### src/rtl/if_pkg.sv
// if_pkg: shared widths, NOP word and fetch entry layout for the IF/ID queue.
package if_pkg;
  localparam int INSTR_W = 32;
  localparam int ADDR_W = 32;
  localparam logic [INSTR_W-1:0] NOP_INSTR = 32'h0000_0000;
  typedef struct packed {
    logic [ADDR_W-1:0] pc;
    logic [INSTR_W-1:0] instr;
  } fetch_entry_t;
endpackage

### src/rtl/fetch_fifo_mem.sv
// fetch_fifo_mem: unreset entry storage, synchronous write, combinational read.
module fetch_fifo_mem
  import if_pkg::*;
#(
  parameter int DEPTH = 4,
  parameter int PTR_W = 2
) (
  input  logic                          clk,
  input  logic                          we,
  input  logic [PTR_W-1:0]              wr_ptr,
  input  logic [$bits(fetch_entry_t)-1:0] wr_data,
  input  logic [PTR_W-1:0]              rd_ptr,
  output logic [$bits(fetch_entry_t)-1:0] rd_data
);
  logic [$bits(fetch_entry_t)-1:0] mem [DEPTH];
  always_ff @(posedge clk)
    if (we) mem[wr_ptr] <= wr_data;
  assign rd_data = mem[rd_ptr];
endmodule

### src/rtl/if_id_fetch_queue.sv
// if_id_fetch_queue: prefetch FIFO between fetch and decode with stall, flush and IF backpressure.
module if_id_fetch_queue
  import if_pkg::*;
#(
  parameter int DEPTH = 4,
  parameter int PTR_W = 2,
  parameter logic [31:0] NOP_INSTR = if_pkg::NOP_INSTR
) (
  input  logic             clk,
  input  logic             reset,
  input  logic [31:0]      if_pc,
  input  logic [31:0]      if_instr,
  input  logic             if_valid,
  output logic             if_ready,
  input  logic             c_IFIDWrite,
  input  logic             c_IFFlush,
  output logic [31:0]      id_pc,
  output logic [31:0]      id_pc_plus4,
  output logic [31:0]      id_instr,
  output logic             id_valid,
  output logic [PTR_W:0]   count
);
  logic [PTR_W-1:0] wr_ptr, rd_ptr;
  logic enq, deq;
  fetch_entry_t wr_entry, head;
  assign if_ready = count != (PTR_W+1)'(DEPTH);
  assign id_valid = count != '0;
  // flush outranks both sides so a dropped fetch never lands in the queue
  assign enq = if_valid & if_ready & ~c_IFFlush;
  assign deq = c_IFIDWrite & id_valid & ~c_IFFlush;
  assign wr_entry = '{pc: if_pc, instr: if_instr};
  fetch_fifo_mem #(.DEPTH(DEPTH), .PTR_W(PTR_W)) u_mem (
    .clk(clk),
    .we(enq),
    .wr_ptr(wr_ptr),
    .wr_data(wr_entry),
    .rd_ptr(rd_ptr),
    .rd_data(head)
  );
  always_ff @(posedge clk or posedge reset)
    if (reset) begin
      wr_ptr <= '0;
      rd_ptr <= '0;
      count <= '0;
    end else if (c_IFFlush) begin
      wr_ptr <= '0;
      rd_ptr <= '0;
      count <= '0;
    end else begin
      if (enq) wr_ptr <= wr_ptr + PTR_W'(1);
      if (deq) rd_ptr <= rd_ptr + PTR_W'(1);
      count <= count + (PTR_W+1)'(enq) - (PTR_W+1)'(deq);
    end
  always_comb begin
    id_pc = id_valid ? head.pc : '0;
    id_instr = id_valid ? head.instr : NOP_INSTR;
    id_pc_plus4 = id_pc + 32'd4;
  end
endmodule
### config.mk
export PLATFORM = sky130hd
export DESIGN_NAME = if_id_fetch_queue
export DESIGN_NICKNAME = d
export VERILOG_FILES = /design/src/rtl/if_pkg.sv /design/src/rtl/fetch_fifo_mem.sv /design/src/rtl/if_id_fetch_queue.sv
export SDC_FILE = /design/constraint.sdc
export NUM_CORES = 1
export LEC_CHECK = 0
export BUFFER_PORTS_ARGS = -buffer_cell sky130_fd_sc_hd__buf_2
export CELL_PAD_IN_SITES_DETAIL_PLACEMENT = 0
export CELL_PAD_IN_SITES_GLOBAL_PLACEMENT = 2
export CORE_MARGIN = 4
export CORE_UTILIZATION = 30
export CTS_CLUSTER_SIZE = 10
export DETAILED_ROUTE_END_ITERATION = 12
export PLACE_DENSITY_LB_ADDON = 0.1
export SLEW_MARGIN = 40
export SYNTH_ARGS = -nofsm -noshare
export SYNTH_HDL_FRONTEND = slang
export SYNTH_HIERARCHICAL = 1
export SYNTH_SLANG_ARGS = --single-unit
### constraint.sdc
create_clock -name clk -period 8.75 [get_ports clk]
set_input_delay 0.4375 -clock clk [delete_from_list [all_inputs] [get_ports clk]]
set_output_delay 0.4375 -clock clk [all_outputs]
set_load 0.02 [all_outputs]
# After elaboration in Yosys (flattened, before gate mapping)
# Memory sizes are Yosys's and may differ from the RTL's.
# Index checks and enable logic that the tools add are counted.
# classes
addsub	5
n_eq_ne	1
mux	9
bitwise_logic	5
reduce_logical	3
# ops
cell	count
$mux 32	2
$add 32x3->32 const B	1
$mux 2	4
$add 2x1->2 const B	2
$and 1x1->1	4
$reduce_bool 2->1	2
$add 3x1->3	1
$mux 3	1
$ne 3x3->1 const B	1
$reduce_bool 3->1	1
$sub 3x1->3	1
$mux 1	2
$not 1->1	1
# totals
ff_bits	7
ramBits	256
n_memories	1
# mem_list
name	words	word_bits	rd	rd_ports_with_merged_regs	wr	line_no	source
u_mem.mem	4	64	1	0	1	fetch_fifo_mem.sv:15	logic [$bits(fetch_entry_t)-1:0] mem [DEPTH];

# Longest topological paths before layout
# Gate-level depths: netlist of run 1.
# depth
depth_word	6
depth_mapped	14
mapped_depth_nobuf	12

# Cells and area by module
# Netlist of run 1, hierarchy kept.
# modules_own_cells
mod	instances	cells_per_inst	area_each_um2	seq_area_each_um2
fetch_fifo_mem	1	338	9341.5	7687.4
if_id_fetch_queue	1	207	1493.9	175.2

# Least setup slack after synthesis of run 1
# No wires, ideal clock.
# synth_path
path_type	reg-to-reg
from	reg count[1]
to	mem u_mem/mem[0][0] (netlist name), enable pin
setup_ns	0.578
t_arrival_ns	5.859
t_required_ns	8.172
slack_ns	2.313
path_stages_with_launch	5
path_buffers	0
synth_period_minus_slack_ns	6.437
path_cell_list	dfrtp_1 -> or3b_2 -> nand2_1 -> nor2_1 -> nor3b_1
# synth_via
elab_chain_cells	5
# synth_rtl
item	line_no	source
from (decl)	if_id_fetch_queue.sv:21	output logic [PTR_W:0] count
from (signal assigned)	if_id_fetch_queue.sv:52	count <= count + (PTR_W+1)'(enq) - (PTR_W+1)'(deq);
$ne 3x3->1	if_id_fetch_queue.sv:26	assign if_ready = count != (PTR_W+1)'(DEPTH);
via if_ready	if_id_fetch_queue.sv:14	output logic if_ready,
$and 1x1->1 (2 in series)	if_id_fetch_queue.sv:29	assign enq = if_valid & if_ready & ~c_IFFlush;
via enq	if_id_fetch_queue.sv:24	logic enq, deq;
$mux 1	fetch_fifo_mem.sv:17	if (we) mem[wr_ptr] <= wr_data;
$mux 1 (implied by the code)	fetch_fifo_mem.sv:17	
to (decl)	fetch_fifo_mem.sv:15	
# The timed path passes the listed nets, and every way through them passes these cells.

==> qor.log, run 1 <==
INFO  outcome        result_of_the_run=finished clean
INFO  place          place.gp.congestion=0.700
INFO  routing        drt_iter0_markers=219
INFO  clocking       clock_buffer_count_from_cts=31
INFO  routing        post_route_antenna_net_violation_count=0
INFO  die            initial_core_util=30.5%
INFO  timing         finalMaxSlewViolations=0
INFO  layout         most_frequent_standard_cell_in_the_layout_excluding_fill_and_tap_cells=sky130_fd_sc_hd__edfxtp_1
INFO  grt            maximum_number_of_pins_on_one_net_before_global_route_repair=68
INFO  worst_setup_path cp.arrival=4080ps
INFO  synth          number_of_synthesized_flops_with_an_enable_pin=256
INFO  power_and_ir_drop p_clk_share=27.9%
INFO  synth          async_flop_share=2.66%
INFO  routing        wl_met3=1650um
INFO  layout         final_net_count=802
INFO  power_and_ir_drop power_per_cell_area=306nW/um^2
INFO  die            fp.dieW=198um
INFO  die            dieArea=39200squm
INFO  routing        routed_wire_length_per_instance=21.7um
INFO  worst_setup_path critical_path.max_fanout=34
INFO  power_and_ir_drop power_switching_share=34.2%
INFO  synth          yosysWarningCount=6
INFO  clocking       cts_tree=done
INFO  layout         layout.area.seq=7870squm
INFO  place          place.detailed.hpwl=15700um
INFO  synth          synth.yosys.seq_area_share=72.6%
INFO  routing        detail_route.wirelength=26300um
INFO  layout         multiInputGateArea=2720squm
INFO  clocking       clock_sinks=263
INFO  clocking       h-tree-depth=1
INFO  synth          netlist_instances=545
INFO  routing        detail_route.wirelength.met1=11500um
INFO  power_and_ir_drop seq_power_share=38.7%
INFO  synth          main_flop_type_after_synthesis=sky130_fd_sc_hd__edfxtp_1
INFO  routing        wl_met2=12600um
INFO  layout         mostFrequentLayoutCells=sky130_fd_sc_hd__edfxtp_1, sky130_fd_sc_hd__buf_2, sky130_fd_sc_hd__and2_1, sky130_fd_sc_hd__mux4_2, sky130_fd_sc_hd__clkbuf_16
INFO  power_and_ir_drop switching_power=1360uW
INFO  routing        drt-vias-per-instance=4.73
INFO  timing         max_freq=221MHz
INFO  synth          post_synth_instance_area=10800squm
INFO  power_and_ir_drop pwr-share-comb=33.4%
INFO  job            total_of_max_cap_violations=0
INFO  layout         fill_cells=3376
INFO  worst_setup_path timing.critical_path.to_type=output pin
INFO  place          port_buffers=169
INFO  grt            global_route.usage.total=13.2%
INFO  timing         finalHoldWorstSlack=110ps
INFO  grt            grt-ovfl-total=0
INFO  routing        drt_pre_antenna_iters=4
INFO  timing         grt_setup_unrepaired=false
INFO  timing         post_route_clock_period_utilization=51.6%
INFO  grt            grt_antenna_before_repair=6
INFO  timing         timing.setup.tns=0ps
INFO  die            core_area=35600squm
INFO  worst_setup_path worst_setup_path_start_kind=flip-flop
INFO  worst_setup_path timing_worst_setup_path_type=reg2out
INFO  clocking       worstSkewPairLatency=540ps
INFO  clocking       cts-root-to-sink-buffers=3
INFO  routing        highest_layer=met5
INFO  grt            grt_first_pass_wirelength=39300um
INFO  synth          syn-num-nets=618
INFO  timing         hold_violations=0
INFO  timing         slew_headroom=47.5%
INFO  routing        drcViolationCount=0
INFO  routing        dr_total_vias=5720
INFO  timing         clock_skew=13.5ps
INFO  synth          avgSynthCellArea=19.9squm
INFO  worst_setup_path worst-endpoint-required=8310ps
INFO  timing         setup_viol=0
INFO  power_and_ir_drop p_int=2610uW
INFO  clocking       clk_pin_slew=60ps
INFO  timing         fin_crit=4520ps
INFO  die            dieHeight=198um
INFO  synth          synth.distinct_cells=46
INFO  synth          ys_seq_elements=263
INFO  clocking       clock_root_buffer=sky130_fd_sc_hd__clkbuf_16
INFO  power_and_ir_drop peakVddDrop=0.265mV
INFO  timing         max_slew.worst_pin.slew=788ps
INFO  die            boundaryPins=170
INFO  power_and_ir_drop p_leak=0.00455uW
INFO  layout         drive_gt1_share=38.2%
INFO  grt            number_of_global_route_vias_before_repair=6237
INFO  worst_hold_path min-delay-path-class=in2reg
INFO  die            standard_cell_rows=69
INFO  layout         area_delta_synth_final=20.0%
==> repair_timing <==
action                                 CTS  global route
buffers inserted                         0             0
hold buffers                             1             0
endpoints found under the hold margin    7             0
resized for setup                        0             0
==> per-stage QoR <==
stage / worst slack, ps / cell area [sq um] / power, uW / utilization, % / std cells
final: 4230 / 13000 / 3970 / 36.5 / 1209
after global routing: 3770 / 13000 / 4210 / 36.5 / 1208
after CTS: 3960 / 13000 / 4070 / 36.5 / 1208
after detailed placement: 4570 / 12100 / 2930 / 34.1 / 1156
after global placement: 4630 / 12100 / 2930 / 34.0 / 1156
after floorplan: 2310 / 10800 / 2510 / - / 545
==> worst paths after layout <==
path,cells after the start,slack [ps],startpoint,end
worst max-delay path,7,4230,rd_ptr[0],id_pc_plus4[24]
worst min register to register,2,660,wr_ptr[1],wr_ptr[1]
min in group asynchronous,3,410,reset,wr_ptr[1]
worst min-delay path,1,110,if_instr[24],u_mem/mem[2][24]
max in group asynchronous,3,8060,reset,rd_ptr[1]
worst max register to register,13,5670,count[1],count[2]
==> logic make-up (layout without fill, tap and decap cells) <==
group	count (synthesis)	in the layout	share of synthesized area, %
compound gates	10	10	0.554
xor+xnor	29	29	2.34
fa+ha+maj	4	4	0.531
buf+inv	36	238	2.47
flops	263	263	72.6
mux	65	65	13.5
other cells	0	1	0
simple gates	138	138	7.99
==> power groups by stage <==
stage                     Sequential (uW)  Combinational (uW)  Clock (uW)
after floorplan                      1520                 985           0
after global placement               1560                1370           0
after detailed placement             1570                1360           0
after CTS                            1540                1370        1150
after global routing                 1550                1440        1210
final                                1540                1330        1110
==> routing by layer <==
metal  up-vias  global-route usage, %
li1       2558                      -
met1      2941                   17.6
met2       163                   22.1
met3        48                   3.44
met4        10                   2.68
met5         -                      0
==> worst max-delay path, stage by stage, from the launching register on <==
cell and delay, ps:
sky130_fd_sc_hd__dfrtp_4 870, sky130_fd_sc_hd__buf_4 690, sky130_fd_sc_hd__mux4_2 500, sky130_fd_sc_hd__nand3_2 200
sky130_fd_sc_hd__nor4_4 640, sky130_fd_sc_hd__nand3_1 190, sky130_fd_sc_hd__xnor2_1 190, sky130_fd_sc_hd__buf_2 190
==> registers in the layout (all words and copies together), names as in the netlist <==
| signal | cells |
|---|---|
| u_mem/mem | 256 |
| count | 3 |
| wr_ptr | 2 |
| rd_ptr | 2 |
==> cells in the mapped netlist, types with 5 or more instances <==
library cell / number / area [sq um]
sky130_fd_sc_hd__and2_1: 60 / 375
sky130_fd_sc_hd__nand2_1: 10 / 37.5
sky130_fd_sc_hd__nor2_1: 14 / 52.6
sky130_fd_sc_hd__xnor2_1: 12 / 105
sky130_fd_sc_hd__nand3_1: 11 / 55.1
sky130_fd_sc_hd__xor2_1: 17 / 149
sky130_fd_sc_hd__buf_12: 6 / 120
sky130_fd_sc_hd__mux4_2: 60 / 1350
sky130_fd_sc_hd__clkbuf_1: 6 / 22.5
sky130_fd_sc_hd__inv_1: 8 / 30.0
sky130_fd_sc_hd__nor3_1: 6 / 30.0
sky130_fd_sc_hd__and3_1: 5 / 31.3
sky130_fd_sc_hd__buf_2: 9 / 45.0
sky130_fd_sc_hd__dfrtp_1: 7 / 175
sky130_fd_sc_hd__and4_1: 5 / 43.8
sky130_fd_sc_hd__nand4_1: 6 / 37.5
sky130_fd_sc_hd__edfxtp_1: 256 / 7690
==> area by class of cell <==
type	count	share of cell area, %
well taps	461	4.44
diodes	1	0.0193
flip-flops and latches	263	60.5
clock buffers	48	6.54
repair buffers	177	7.13
clock inverters	3	0.0963
multi-input cells	246	20.9
inverters	10	0.289
Note: power is estimated with default switching activity, not from simulation.
==> run 2: changes to the inputs <==
--- a/config.mk
+++ b/config.mk
@@ -5,6 +5,7 @@
 export SDC_FILE = /design/constraint.sdc
 export NUM_CORES = 1
 export LEC_CHECK = 0
+export ABC_AREA = 1
 export BUFFER_PORTS_ARGS = -buffer_cell sky130_fd_sc_hd__buf_2
 export CELL_PAD_IN_SITES_DETAIL_PLACEMENT = 0
 export CELL_PAD_IN_SITES_GLOBAL_PLACEMENT = 2
==> constraint.sdc (replaced) <==
create_clock -name clk -period 4.55 [get_ports clk]
set_input_delay 0.2275 -clock clk [delete_from_list [all_inputs] [get_ports clk]]
set_output_delay 0.2275 -clock clk [all_outputs]
set_load 0.02 [all_outputs]
==> qor.log, run 2 <==
INFO  worst_setup_path cp.arrival=3470ps [was 4080 ps]
INFO  timing         setup_viol=0 [unchanged]
INFO  synth          async_flop_share=2.66% [unchanged]
INFO  routing        detail_route.wirelength=33300um [was 26300 um]
INFO  timing         post_route_clock_period_utilization=81.2%
INFO  routing        drt-vias-per-instance=4.19 [was 4.73]
INFO  routing        detail_route.wirelength.met1=15600um [was 11500 um]
INFO  place          dpl.cell_count=2030 [was 1156]
INFO  synth          yosys.area_share.simple=22.6% [was 7.99%]
INFO  synth          avgSynthCellArea=9.15squm [was 19.9 sq um]
INFO  worst_setup_path worst_setup_path_start_kind=flip-flop [unchanged]
INFO  timing         finalMaxSlewViolations=0 [unchanged]
INFO  synth          netlist_instances=1369 [was 545]
INFO  synth          synth_compound_gate_area_share=0.399% [was 0.554%]
INFO  die            fp.dieW=212um [was 198 um]
INFO  power_and_ir_drop power_per_cell_area=539nW/um^2 [was 306 nW/um^2]
INFO  clocking       clk_pin_slew=60ps [about the same]
INFO  worst_setup_path timing_worst_setup_path_type=reg2out [unchanged]
INFO  worst_hold_path min-delay-path-class=in2reg [unchanged]
INFO  synth          post_synth_instance_area=12500squm [was 10800 sq um]
INFO  synth          post-synth-top-area-cell=sky130_fd_sc_hd__edfxtp_1 [unchanged]
INFO  synth          main_flop_type_after_synthesis=sky130_fd_sc_hd__edfxtp_1 [unchanged]
INFO  die            dieArea=45100squm [was 39200 sq um]
INFO  layout         final_net_count=1673 [was 802]
INFO  worst_setup_path timing.critical_path.to_type=output pin [unchanged]
INFO  clocking       cts.hold.buffers_added=66 [was 1]
INFO  place          port_buffers=169 [unchanged]
INFO  routing        dr_total_vias=9005 [was 5720]
INFO  grt            grt-ovfl-total=0 [unchanged]
INFO  layout         area_delta_synth_final=23.8% [was 20.0%]
INFO  routing        post_route_antenna_net_violation_count=0 [unchanged]
INFO  clocking       worstSkewPairLatency=500ps [was 540 ps]
INFO  clocking       cts-root-to-sink-buffers=3 [unchanged]
INFO  grt            grt_antenna_before_repair=2 [was 6]
INFO  synth          muxShareOfSynthArea=0% [was 13.5%]
INFO  clocking       post-cts-setup-buffers=0 [unchanged]
INFO  power_and_ir_drop peakVddDrop=0.299mV [was 0.265 mV]
INFO  timing         grt_setup_unrepaired=false [unchanged]
INFO  timing         hold_violations=0 [unchanged]
INFO  clocking       clock_sinks=263 [unchanged]
INFO  synth          number_of_synthesized_flops_with_an_enable_pin=256 [unchanged]
INFO  die            initial_core_util=30.5% [about the same]
INFO  layout         most_frequent_standard_cell_in_the_layout_excluding_fill_and_tap_cells=sky130_fd_sc_hd__nand2_1 [was sky130_fd_sc_hd__edfxtp_1]
INFO  clocking       h-tree-depth=2 [was 1]
INFO  place          placement.setup.worst_slack=1280ps [was 4570 ps]
INFO  synth          synth_top_cell_area_share=61.4% [was 70.9%]
INFO  outcome        result_of_the_run=finished clean [unchanged]
INFO  routing        drt_pre_antenna_iters=5 [was 4]
INFO  synth          largest_family_of_logic_cells_by_synthesized_area=simple AND/OR/NAND/NOR gates [was multiplexers]
INFO  routing        wl_met2=15600um [was 12600 um]
INFO  grt            grt_first_pass_wirelength=51500um [was 39300 um]
INFO  synth          synth.top_cells.by_count=sky130_fd_sc_hd__nand2_1, sky130_fd_sc_hd__inv_1, sky130_fd_sc_hd__edfxtp_1, sky130_fd_sc_hd__nand3_1, sky130_fd_sc_hd__nor2_1 [was sky130_fd_sc_hd__edfxtp_1, sky130_fd_sc_hd__and2_1, sky130_fd_sc_hd__mux4_2, sky130_fd_sc_hd__xor2_1, sky130_fd_sc_hd__nor2_1]
INFO  clocking       post_cts.resized_instances=0 [unchanged]
INFO  grt            maximum_number_of_pins_on_one_net_before_global_route_repair=83 [was 68]
INFO  synth          syn-num-nets=1442 [was 618]
INFO  worst_setup_path critical_path.max_fanout=50 [was 34]
INFO  routing        wl_met3=1530um [was 1650 um]
INFO  timing         clock_skew=8.20ps [was 13.5 ps]
INFO  timing         fin_ws=856ps [was 4230 ps]
INFO  timing         fin_crit=3690ps
INFO  synth          synth.distinct_cells=27 [was 46]
INFO  layout         fill_cells=4231 [was 3376]
INFO  job            total_of_max_cap_violations=0 [unchanged]
INFO  synth          synth_most_common_cell=sky130_fd_sc_hd__nand2_1 [was sky130_fd_sc_hd__edfxtp_1]
INFO  synth          yosys.area_share.adder=0.459% [was 0.531%]
INFO  routing        highest_layer=met5 [unchanged]
INFO  clocking       clock_buffer_count_from_cts=34 [was 31]
INFO  layout         reg_top3=u_mem/mem: 256 flops, count: 3 flops [unchanged]
INFO  clocking       clock_root_buffer=sky130_fd_sc_hd__clkbuf_16 [unchanged]
INFO  timing         finalHoldWorstSlack=113ps [was 110 ps]
INFO  synth          post_synth_main_area_contributors=sky130_fd_sc_hd__edfxtp_1, sky130_fd_sc_hd__nand2_1, sky130_fd_sc_hd__inv_1 [was sky130_fd_sc_hd__edfxtp_1, sky130_fd_sc_hd__mux4_2, sky130_fd_sc_hd__and2_1]
INFO  grt            number_of_global_route_vias_before_repair=8982 [was 6237]
INFO  synth          ys_seq_elements=263 [unchanged]
INFO  layout         finish.cell_count_without_fillers=2148 [was 1209]
INFO  layout         max_flop_register=u_mem/mem [unchanged]
INFO  grt            global_route.usage.total=14.7% [was 13.2%]
INFO  timing         max_slew.worst_pin.slew=774ps [was 788 ps]
INFO  timing         slew_headroom=48.4% [was 47.5%]
INFO  synth          synth_xor_area_share=0.979% [was 2.34%]
INFO  die            standard_cell_rows=74 [was 69]
INFO  synth          yosysWarningCount=6 [unchanged]
INFO  place          place.gp.congestion=0.762 [was 0.700]
INFO  routing        routed_wire_length_per_instance=15.5um [was 21.7 um]
INFO  routing        drcViolationCount=0 [unchanged]
INFO  layout         largest_register_ff_count=256 [unchanged]
INFO  die            core_area=41000squm [was 35600 sq um]
INFO  power_and_ir_drop p_leak=0.00738uW [was 0.00455 uW]
INFO  layout         mostFrequentLayoutCells=sky130_fd_sc_hd__nand2_1, sky130_fd_sc_hd__inv_1, sky130_fd_sc_hd__edfxtp_1 [was sky130_fd_sc_hd__edfxtp_1, sky130_fd_sc_hd__buf_2, sky130_fd_sc_hd__and2_1, sky130_fd_sc_hd__mux4_2, sky130_fd_sc_hd__clkbuf_16]
INFO  synth          synth.yosys.seq_area_share=62.8% [was 72.6%]
INFO  place          place.detailed.hpwl=20700um [was 15700 um]
INFO  routing        drt_iter0_markers=382 [was 219]
INFO  die            boundaryPins=170 [unchanged]
INFO  die            dieHeight=212um [was 198 um]
INFO  clocking       cts_tree=done [unchanged]
INFO  timing         max_freq=271MHz
INFO  layout         drive_gt1_share=15.5% [was 38.2%]
INFO  worst_setup_path worst-endpoint-required=4320ps [was 8310 ps]
## run 2: changes by cell type in the layout (fill, tap and decap cells not counted), sizes merged, moves of 6 or more
cell,previous run,this run
mux4,64,0
nor2,14,94
nand3,12,165
dlygate4sd3,1,66
nand2,11,417
inv,10,346
nand4,8,1
xnor2,12,3
clkbuf,48,41
xor2,17,11
and2,61,0
## run 2: final cells by class
class / instances / area, sq um / area share [%]
clock buffers: 41 / 898 / 5.79
clock inverters: 9 / 48.8 / 0.314
inverters: 345 / 1300 / 8.36
flip-flops and latches: 263 / 7870 / 50.7
multi-input cells: 709 / 3080 / 19.9
repair buffers: 247 / 1650 / 10.6
well taps: 532 / 666 / 4.29
diodes: 2 / 5.00 / 0.0323
## run 2: per-layer routing
metal	track usage [%]	vias up
li1	-	4649
met1	19.9	4144
met2	24.8	169
met3	2.66	41
met4	3.38	2
met5	0	-
## run 2: path summary, 6_finish.rpt
| path | start | to | slack (ps) | cells after the start |
|---|---|---|---|---|
| worst max-delay path | rd_ptr[0] | id_pc_plus4[15] | 860 | 11 |
| min in group asynchronous | reset | count[1] | 220 | 3 |
| worst min register to register | wr_ptr[1] | wr_ptr[1] | 600 | 2 |
| worst max register to register | count[1] | count[2] | 2030 | 11 |
| worst min-delay path | if_valid | wr_ptr[0] | 110 | 5 |
| max in group asynchronous | reset | rd_ptr[0] | 4060 | 3 |
## run 2: logic make-up after synthesis
logic type | count (synthesis)
compound gates | 10
xor+xnor | 14
fa+ha+maj | 4
buf+inv | 397
flops | 263
simple gates | 681
## run 2: worst max-delay path: stages (launching register included)
cell and delay, ps:
sky130_fd_sc_hd__dfrtp_4 810, sky130_fd_sc_hd__inv_4 310, sky130_fd_sc_hd__buf_4 370, sky130_fd_sc_hd__nand2_1 110
sky130_fd_sc_hd__nand3_1 80, sky130_fd_sc_hd__nand2_1 220, sky130_fd_sc_hd__nand3_1 150, sky130_fd_sc_hd__nor2_2 250
sky130_fd_sc_hd__nand2_2 100, sky130_fd_sc_hd__nor2_2 200, sky130_fd_sc_hd__xor2_1 160, sky130_fd_sc_hd__buf_2 180
## run 2: per-stage QoR
stage	setup TNS [ps]	util (%)	power (uW)	instance area, sq um
floorplan	-375500	-	5080	12500
global placement	0	33.9	6150	13900
detailed placement	0	33.9	6130	13900
CTS	0	37.8	8550	15500
global route	0	37.8	8950	15500
finish	0	37.8	8370	15500
## run 2: where the power goes
group          internal [uW]  switching [uW]  total [uW]
clock                   1380             926        2310
combinational            873            2290        3160
sequential              2800            96.5        2900
==> run 3: changes to the inputs <==
==> constraint.sdc (replaced) <==
create_clock -name clk -period 3.7 [get_ports clk]
set_input_delay 0.185 -clock clk [delete_from_list [all_inputs] [get_ports clk]]
set_output_delay 0.185 -clock clk [all_outputs]
set_load 0.02 [all_outputs]
==> qor.log, run 3 (synthesized netlist as in run 2, its figures left out) <==
INFO  timing         fin_crit=3260ps
INFO  worst_hold_path holdPathEnd=wr_ptr[0] [unchanged]
INFO  worst_setup_path timing_worst_setup_path_type=reg2out [unchanged]
INFO  timing         post_route_clock_period_utilization=88.1%
INFO  clocking       clk_pin_slew=50ps [was 60 ps]
INFO  power_and_ir_drop p_leak=0.00744uW [was 0.00738 uW]
INFO  worst_setup_path timing.critical_path.to_type=output pin [unchanged]
INFO  die            initial_core_util=30.5% [unchanged]
INFO  layout         multiInputGateArea=3110squm [was 3080 sq um]
INFO  layout         fill_cells=4165 [was 4231]
INFO  worst_setup_path worst_setup_path_start_kind=flip-flop [unchanged]
INFO  routing        detail_route.wirelength=33500um [was 33300 um]
INFO  place          place.detailed.hpwl=20800um [was 20700 um]
INFO  timing         slew_headroom=46.9% [was 48.4%]
INFO  grt            maximum_number_of_pins_on_one_net_before_global_route_repair=105 [was 83]
INFO  place          port_buffers=169 [unchanged]
INFO  worst_hold_path worstHoldPathCells=5 [unchanged]
INFO  die            dieArea=45100squm [unchanged]
INFO  routing        post_route_antenna_net_violation_count=0 [unchanged]
INFO  grt            global_route.usage.total=14.9% [was 14.7%]
INFO  clocking       h-tree-depth=2 [unchanged]
INFO  grt            grt-ovfl-total=0 [unchanged]
INFO  timing         finalMaxSlewViolations=0 [unchanged]
INFO  place          placement.setup.worst_slack=967ps [was 1280 ps]
INFO  clocking       clock_root_buffer=sky130_fd_sc_hd__clkbuf_16 [unchanged]
INFO  routing        drt-vias-per-instance=4.19 [about the same]
INFO  routing        drt_iter0_markers=426 [was 382]
INFO  timing         hold_violations=0 [unchanged]
INFO  clocking       post_cts.resized_instances=0 [unchanged]
INFO  place          place.gp.congestion=0.779 [was 0.762]
INFO  layout         largest_register_ff_count=256 [unchanged]
INFO  power_and_ir_drop peakVddDrop=0.315mV [was 0.299 mV]
INFO  clocking       clock_sinks=263 [unchanged]
INFO  grt            grt_first_pass_wirelength=51400um [was 51500 um]
INFO  layout         final_net_count=1677 [was 1673]
INFO  grt            grt_antenna_before_repair=3 [was 2]
INFO  power_and_ir_drop power_per_cell_area=668nW/um^2 [was 539 nW/um^2]
INFO  clocking       cts_tree=done [unchanged]
INFO  worst_setup_path critical_path.max_fanout=104 [was 50]
INFO  worst_setup_path beginning_of_the_worst_register_to_register_path=count[1] [unchanged]
INFO  die            boundaryPins=170 [unchanged]
INFO  routing        routed_wire_length_per_instance=15.5um [about the same]
INFO  layout         drive_gt1_share=15.7% [was 15.5%]
INFO  worst_setup_path worst-r2r-setup-slack=1270ps [was 2030 ps]
INFO  layout         area_delta_synth_final=24.8% [was 23.8%]
INFO  layout         layout.area.seq=7870squm [unchanged]
INFO  outcome        result_of_the_run=finished clean [unchanged]
INFO  layout         mostFrequentLayoutCells=sky130_fd_sc_hd__nand2_1, sky130_fd_sc_hd__inv_1, sky130_fd_sc_hd__edfxtp_1 [unchanged]
INFO  die            fp.dieW=212um [unchanged]
INFO  timing         grt_setup_unrepaired=false [unchanged]
INFO  die            dieHeight=212um [unchanged]
INFO  timing         clock_skew=14.1ps [was 8.20 ps]
INFO  clocking       cts-root-to-sink-buffers=3 [unchanged]
INFO  job            total_of_max_cap_violations=0 [unchanged]
INFO  clocking       clock_buffer_count_from_cts=34 [unchanged]
INFO  layout         max_flop_register=u_mem/mem [unchanged]
INFO  timing         max_freq=307MHz
INFO  worst_hold_path min-delay-path-class=in2reg [unchanged]
INFO  routing        drcViolationCount=0 [unchanged]
INFO  layout         reg_top3=u_mem/mem: 256 flops, count: 3 flops [unchanged]
INFO  timing         setup_viol=0 [unchanged]
INFO  grt            number_of_global_route_vias_before_repair=8798 [was 8982]
INFO  worst_setup_path worst-endpoint-required=3510ps [was 4320 ps]
INFO  clocking       worstSkewPairLatency=520ps [was 500 ps]
INFO  worst_hold_path hp-start=if_valid [unchanged]
INFO  routing        drt_pre_antenna_iters=4 [was 5]
INFO  timing         fin_ws=442ps [was 856 ps]
INFO  worst_setup_path worstRegToRegCells=11 [unchanged]
INFO  routing        dr_total_vias=9023 [was 9005]
INFO  timing         max_slew.worst_pin.slew=793ps [was 774 ps]
INFO  worst_setup_path cp.arrival=3070ps [was 3470 ps]
INFO  die            standard_cell_rows=74 [unchanged]
INFO  layout         most_frequent_standard_cell_in_the_layout_excluding_fill_and_tap_cells=sky130_fd_sc_hd__nand2_1 [unchanged]
INFO  power_and_ir_drop total_power=10400uW [was 8370 uW]
INFO  die            core_area=41000squm [unchanged]
INFO  worst_setup_path timing.rr.end=count[2] [unchanged]
[run 3: cell count changes in the layout (fill, tap and decap cells not counted), sizes merged]
cell	previous run	this run
clkinvlp	2	1
clkinv	6	3
buf	181	185
bufinv	0	1
clkbuf	41	47
[run 3: layout make-up]
type / instances / area share [%]
inverter: 345 / 8.30
timing repair buffer: 251 / 11.0
tap: 532 / 4.26
multi-input combinational: 709 / 19.9
clock inverter: 6 / 0.384
clock buffer: 47 / 5.89
sequential: 263 / 50.3
antenna: 2 / 0.0320
[run 3: per-layer routing]
layer	up-vias	part of all wire (%)	GRT usage [%]
met5	-	0.036	0
met4	2	1.7	3.55
met3	33	4.5	3.50
met2	172	46	24.3
met1	4155	48	20.2
li1	4661	-	-
[run 3: what timing repair did]
item,in CTS,in global routing
hold buffers,66,0
setup buffers,0,0
hold endpoints to repair,265,0
endpoints found under the setup margin,0,0
[run 3: how the worst max path moves through the flow]
stage                         start         endpoint  slack (ps)  cells after the start
final                     rd_ptr[0]  id_pc_plus4[17]         440                     10
after global routing      rd_ptr[0]  id_pc_plus4[20]         170                     16
after CTS                 rd_ptr[0]  id_pc_plus4[19]         390                     11
after detailed placement  rd_ptr[0]  id_pc_plus4[19]         970                     11
after global placement    rd_ptr[0]  id_pc_plus4[19]         950                     11
after floorplan            count[1]  u_mem/mem[0][0]        -380                      6
[run 3: per-stage QoR]
| stage | setup TNS (ps) | util [%] | cell area, sq um | hold slack, ps | cells |
|---|---|---|---|---|---|
| floorplan | -96050 | - | 12500 | -11.6 | 1369 |
| global placement | 0 | 34.1 | 14000 | 170 | 2034 |
| detailed placement | 0 | 34.1 | 14000 | 174 | 2034 |
| CTS | 0 | 38.1 | 15600 | 7.50 | 2153 |
| global route | 0 | 38.1 | 15600 | 59.3 | 2154 |
| finish | 0 | 38.1 | 15600 | 40.1 | 2155 |
[run 3: report_power, final]
group / switching, uW / internal [uW]
Clock: 1170 / 1790
Combinational: 2860 / 1090
Sequential: 87.0 / 3440
[run 3: worst max-delay path: stages, from the launching register on]
cell	delay, ps
sky130_fd_sc_hd__dfrtp_4	630
sky130_fd_sc_hd__buf_12	260
sky130_fd_sc_hd__nand2_1	180
sky130_fd_sc_hd__nand3_1	80
sky130_fd_sc_hd__nand2_1	180
sky130_fd_sc_hd__nand3_1	160
sky130_fd_sc_hd__nor2_1	190
sky130_fd_sc_hd__nand2_1	100
sky130_fd_sc_hd__nor2_1	120
sky130_fd_sc_hd__xor2_1	250
sky130_fd_sc_hd__buf_2	220
